<file path="src/rtl/imem_loader.sv">
// Boot-time program loader: packs a little-endian byte stream into 32-bit words,
// writes them to instruction memory from address 0, then releases the CPU reset.
module imem_loader #(
  parameter int ADDR_WIDTH = 10
) (
  input  logic                  clk,
  input  logic                  rst,
  input  logic                  in_valid,
  input  logic [7:0]            in_data,
  input  logic                  in_last,
  output logic                  in_ready,
  input  logic                  reload,
  output logic                  mem_we,
  output logic [ADDR_WIDTH-1:0] mem_addr,
  output logic [31:0]           mem_wdata,
  output logic                  cpu_rst,
  output logic [ADDR_WIDTH:0]   word_count,
  output logic                  overflow
);

  localparam logic [ADDR_WIDTH:0] DEPTH = {1'b1, {ADDR_WIDTH{1'b0}}};

  typedef enum logic [1:0] {
    LOAD,
    FINISH,
    RUN
  } state_t;

  state_t              state;
  logic [1:0]          lane;
  logic [31:0]         word_buf;
  logic                accept;
  logic                word_done;
  logic [31:0]         packed_word;
  logic [ADDR_WIDTH:0] committed;

  assign in_ready = (state == LOAD);

  always_comb begin
    accept      = in_valid && (state == LOAD);
    word_done   = accept && ((lane == 2'd3) || in_last);
    // Lane 0 starts a fresh word, so the other lanes come up as zero.
    packed_word = ((lane == 2'd0) ? 32'd0 : word_buf) | (32'(in_data) << {lane, 3'b000});
    // A write still in flight counts as done: word_count only catches up as mem_we drops.
    committed   = word_count + (ADDR_WIDTH + 1)'(mem_we);
  end

  always_ff @(posedge clk) begin
    if (rst) begin
      state      <= LOAD;
      lane       <= 2'd0;
      word_buf   <= 32'd0;
      mem_we     <= 1'b0;
      mem_addr   <= '0;
      mem_wdata  <= 32'd0;
      cpu_rst    <= 1'b1;
      word_count <= '0;
      overflow   <= 1'b0;
    end else begin
      // NOTE: all state here uses <= so every branch sees the pre-edge values;
      // mem_we defaults low and is re-raised only for a completed word.
      mem_we <= 1'b0;
      if (mem_we) begin
        word_count <= word_count + 1'b1;
      end

      unique case (state)
        LOAD: begin
          if (accept) begin
            lane     <= lane + 2'd1;
            word_buf <= packed_word;
            if (word_done) begin
              lane <= 2'd0;
              if (committed == DEPTH) begin
                overflow <= 1'b1;
              end else begin
                mem_we    <= 1'b1;
                mem_addr  <= committed[ADDR_WIDTH-1:0];
                mem_wdata <= packed_word;
              end
            end
            if (in_last) begin
              state <= FINISH;
            end
          end
        end
        FINISH: begin
          state   <= RUN;
          cpu_rst <= 1'b0;
        end
        RUN: begin
          if (reload) begin
            state      <= LOAD;
            cpu_rst    <= 1'b1;
            word_count <= '0;
            overflow   <= 1'b0;
            lane       <= 2'd0;
          end
        end
        default: begin
          state <= LOAD;
        end
      endcase
    end
  end

endmodule

</file>
<file path="config.mk">
export PLATFORM = sky130hd
export DESIGN_NAME = imem_loader
export DESIGN_NICKNAME = d
export VERILOG_FILES = /design/src/rtl/imem_loader.sv
export SDC_FILE = /design/constraint.sdc
export NUM_CORES = 1
export LEC_CHECK = 0
export CAP_MARGIN = 15
export CELL_PAD_IN_SITES_DETAIL_PLACEMENT = 1
export CELL_PAD_IN_SITES_GLOBAL_PLACEMENT = 1
export CORE_ASPECT_RATIO = 1.5
export CORE_MARGIN = 2
export CORE_UTILIZATION = 43
export DETAILED_ROUTE_END_ITERATION = 10
export PLACE_DENSITY = 0.88
export SLEW_MARGIN = 40
export SYNTH_ARGS = -nofsm -noshare
export SYNTH_HDL_FRONTEND = slang
export SYNTH_SLANG_ARGS = --single-unit
</file>
<file path="constraint.sdc">
create_clock -name clk -period 4.75 [get_ports clk]
set_clock_uncertainty 0.1 [all_clocks]
set_input_delay 0.475 -clock clk [delete_from_list [all_inputs] [get_ports clk]]
set_output_delay 0.475 -clock clk [all_outputs]
set_load 0.02 [all_outputs]
</file>
# Word level (Yosys, flattened, before mapping)
# Index checks and enable logic that the tools add are counted.
classes:
  n_eq_ne: 9
  n_addsub: 3
  muxes: 19
  reduce_logical: 14
  shift: 1
  bitwise_logic: 5
ops:
  columns: ["cell", "n"]
  rows:
  - ["$mux 11", 3]
  - ["$mux 32", 1]
  - ["$or 32x32->32", 1]
  - ["$shl 8x5->32", 1]
  - ["$add 11x1->11", 1]
  - ["$add 11x1->11 const B", 1]
  - ["$eq 11x11->1 const B", 1]
  - ["$mux 2", 5]
  - ["$mux 1", 6]
  - ["$ne 2x1->1 const B", 3]
  - ["$pmux 2 s3", 1]
  - ["$reduce_and 3->1", 2]
  - ["$reduce_and 5->1", 1]
  - ["$eq 2x2->1 const B", 2]
  - ["$logic_not 2->1", 2]
  - ["$ne 2x2->1 const B", 2]
  - ["$not 1->1", 4]
  - ["$pmux 1 s2", 2]
  - ["$pmux 2 s2", 1]
  - ["$reduce_and 2->1", 2]
  - ["$reduce_and 4->1", 1]
  - ["$reduce_bool 2->1", 2]
  - ["$reduce_or 4->1", 1]
  - ["$add 2x1->2 const B", 1]
  - ["other kinds (3)", 4]
totals:
  word_cells: 60
  in_bits: 13
  reg_bits: 92

# Longest topological paths before layout
depth:
  word_depth: 6
  mapped_depth: 10
  depth_no_buf: 8

# Least setup slack after synthesis
# No wires, ideal clock.
synth_timing:
  path_kind: "register to register"
  from: "reg mem_we"
  to: "reg mem_wdata[16]"
  period_less_slack_ns: 2.748
  arrival_time_ns: 2.509
  setup_ns: 0.139
  path_stages_with_launch: 11
  path_slack_ns: 2.002
  required_ns: 4.511
  n_path_buf: 2
  cell_sequence: "dfxtp_1 -> ha_1 -> ha_1 -> nand3_1 -> nor2_1 -> mux2_4 -> nor4_4 -> a21o_1 -> buf_6 -> buf_8 -> a211oi_2"
synth_via:
  elab_chain_cells: 4
synth_lines:
  columns: ["element", "line_no", "source"]
  rows:
  - ["from (decl)", "13", "output logic mem_we,"]
  - ["from (signal assigned)", "53", "mem_we <= 1'b0;"]
  - ["from (signal assigned)", "62", "mem_we <= 1'b0;"]
  - ["from (signal assigned)", "77", "mem_we <= 1'b1;"]
  - ["$add 11x1->11", "45", "committed = word_count + (ADDR_WIDTH + 1)'(mem_we);"]
  - ["$eq 11x11->1", "74", "if (committed == DEPTH) begin"]
  - ["$not 1->1 (no source line)", null, null]
  - ["$reduce_and 4->1 (no source line)", null, null]
  - ["to (signal assigned)", "79", "mem_wdata <= packed_word;"]
  - ["to (decl)", "15", "output logic [31:0] mem_wdata,"]
# No other way between the ends.
# A chain may end at the register's enable or synchronous reset.

# Final worst setup path
layout_timing:
  from: "reg mem_we"
  to: "reg mem_wdata[24]"
# The elaborated chain is that of the path after synthesis.

==> results.json <==
{
  "yosys_warnings": 0,
  "cts.path.max_buffers": 2,
  "pwr_density_cell_nw_per_um2": 325.4,
  "port_buffers": 69,
  "nNetsFinal": 592,
  "viasPerCell": 5.656,
  "crit_type": "flip-flop to flip-flop",
  "grt_max_degree": 49,
  "setup_tns_ns": 0,
  "path_clk_slew_ns": 0.07,
  "grt_pass1_vias": 4113,
  "rows": 45,
  "min_period_ns": 3.097,
  "final_common_cell": "dfxtp_1",
  "fin_area_sq_um": 5323,
  "die-area_sq_um": 11110,
  "fin_cells": 695,
  "postCtsSetupBuffers": 0,
  "dieHeight_um": 128.1,
  "rsz0062_at_grt": "false",
  "fin_crit_sh": 0.6521,
  "syn_inst": 538,
  "cp.arrival_ns": 3.20,
  "start_util": 0.4381,
  "fmax_mhz": 322.9,
  "crit_chain": "ha_1 -> ha_1 -> nand3_1 -> nor2_1 -> mux2_4 -> nor4_4 -> a21o_2 -> buf_4 -> a211oi_2",
  "gr-total-overflow": 0,
  "maxCapViolCount": 0,
  "critPathMaxStageDelay_ns": 0.51,
  "postCtsHoldBufs": 0,
  "cts_tree": "done",
  "ctsResizeCount": 0,
  "worst_ir_drop_vdd_mv": 0.1979,
  "syn_to_final_growth_pct": 20.54,
  "htreeDepth": 3,
  "status": "completed",
  "cts_root_buf": "clkbuf_16",
  "clk_latency_ns": 0.35,
  "synth_seq_cells": 92,
  "drt_iter0_drc": 232,
  "slew_viol_final": 0,
  "coreArea_sq_um": 10080,
  "utilization": 0.5281,
  "die_w_um": 86.74,
  "power.leakage_uw": 0.001864,
  "ys_types": 43,
  "wirelength_mm": 12.60,
  "grt_usage": 0.2365,
  "final_cell_mix": "dfxtp_1, inv_1, clkdlybuf4s50_1, a211oi_1, nor2_1",
  "cp-start-kind": "flip-flop",
  "synth_area_sq_um": 4415,
  "slowest_stage": "a21o_2",
  "placed_area_sq_um": 5051,
  "synth_area_per_cell_sq_um": 8.207,
  "post-dp-hpwl_mm": 8.330,
  "yosysSeqAreaShare": 0.4171,
  "postRouteAntennaNets": 0,
  "cp-end-kind": "flip-flop",
  "wire_per_inst_um": 18.13,
  "setup_viol": 0,
  "dpl.cell_count": 680,
  "min_path_type": "flip-flop to flip-flop",
  "antenna_found_initial": 0,
  "tightestPinTransition_ns": 0.6748,
  "crit_buf_inv": 1,
  "cpMostUsedCell": "ha_1",
  "cts_buffers": 9,
  "hold_viol_final": 0,
  "grt_first_pass_wirelength_mm": 20.62,
  "cts.sinks": 92,
  "dr.pass1.iters": 4,
  "max_slew_margin": 0.5485,
  "crit_family": "simple AND/OR/NAND/NOR gates",
  "design.portCount": 70,
  "gp_congestion": 0.7876,
  "synth_nets": 556,
  "via_count": 3931,
  "drive_gt1_frac": 0.07266,
  "crit_fanout": 26,
  "drcViolationCount": 0,
  "required_ns": 4.86,
  "n_antenna_cell": 0
}
[Yosys cell counts (all sizes together)]
| master | n | area, sq um |
|---|---|---|
| a211o | 2 | 17.52 |
| a211oi | 76 | 615.6 |
| a21o | 2 | 15.01 |
| a21oi | 3 | 15.01 |
| a22oi | 32 | 240.2 |
| a31o | 1 | 8.760 |
| a31oi | 4 | 25.02 |
| and2 | 1 | 6.260 |
| and3 | 5 | 31.28 |
| and3b | 1 | 8.760 |
| and4 | 1 | 8.760 |
| buf | 25 | 176.4 |
| clkbuf | 25 | 93.84 |
| dfxtp | 92 | 1842 |
| ha | 5 | 62.56 |
| inv | 74 | 277.8 |
| mux2 | 1 | 15.01 |
| mux2i | 1 | 10.01 |
| nand2 | 40 | 150.1 |
| nand2b | 2 | 12.51 |
| nand3 | 5 | 30.03 |
| nand3b | 2 | 15.01 |
| nand4 | 5 | 31.28 |
| nand4b | 2 | 17.52 |
| nor2 | 56 | 210.2 |
| nor2b | 2 | 12.51 |
| nor3 | 10 | 50.05 |
| nor3b | 1 | 7.510 |
| nor4 | 2 | 27.53 |
| o21ai | 35 | 175.2 |
| o311ai | 2 | 17.52 |
| or2 | 1 | 6.260 |
| or3 | 4 | 25.02 |
| or3b | 1 | 8.760 |
| xnor2 | 7 | 61.31 |
| xor2 | 10 | 87.58 |
[report_power, final]
group	switching [uW]	internal (uW)
Combinational	146	89.7
Clock	294	379
Sequential	19.7	804
[kinds of logic (layout without fill, tap and decap cells)]
kind of cell             count (synthesis)  in the layout  synth area share
adder cells (fa/ha/maj)                  5              5           0.01417
AND/OR/NAND/NOR                        141            141            0.1493
buffers and inverters                  124            164            0.1241
AO/OA/AOI/OAI                          157            157            0.2559
flip-flops                              92             92            0.4171
multiplexers                             2              2          0.005666
XOR/XNOR                                17             17           0.03372
[worst register-to-register path, stage by stage (launching register included)]
cell and delay (ns):
dfxtp_1 0.46, ha_1 0.21, ha_1 0.24, nand3_1 0.10, nor2_1 0.24, mux2_4 0.35, nor4_4 0.29, a21o_2 0.51
buf_4 0.34, a211oi_2 0.11
[final cells by class]
class / count / area (sq um)
clock buffers: 13 / 260.3
clock inverters: 2 / 10.01
fillers: 1216 / 4756
inverters: 74 / 277.8
multi-input cells: 322 / 2053
flip-flops and latches: 92 / 1842
well taps: 117 / 146.4
repair buffers: 75 / 733.2
[layer usage]
layer / global-route usage / wire, um
met4: 0.09926 / 313
met5: 0 / 0
met1: 0.2788 / 5206
met2: 0.4213 / 6770
met3: 0.03348 / 312
[registers in the layout (all words and copies together) (netlist names)]
name and count:
lane 2, mem_wdata 32, mem_we 1, mem_addr 10
overflow 1, state 2, cpu_rst 1, word_count 11
word_buf 32
[final timing paths]
kind | from | endpoint | slack (ns) | cells after the start
worst min-delay path | mem_wdata[27] | mem_wdata[27] | 0.36 | 2
worst max-delay path | mem_we | mem_wdata[24] | 1.65 | 9
worst max register to register | mem_we | mem_wdata[24] | 1.65 | 9
worst min register to register | mem_wdata[27] | mem_wdata[27] | 0.36 | 2
[metrics by stage]
step / total power, uW / worst slack (ns) / hold WS [ns]
finish: 1732 / 1.653 / 0.3593
global route: 1794 / 1.473 / 0.3829
CTS: 1742 / 1.374 / 0.3619
detailed placement: 1075 / 1.434 / 0.3513
global placement: 1065 / 1.598 / 0.3410
floorplan: 979.1 / 2.002 / 0.3795
No activity file was read; power rests on OpenSTA's default activity.
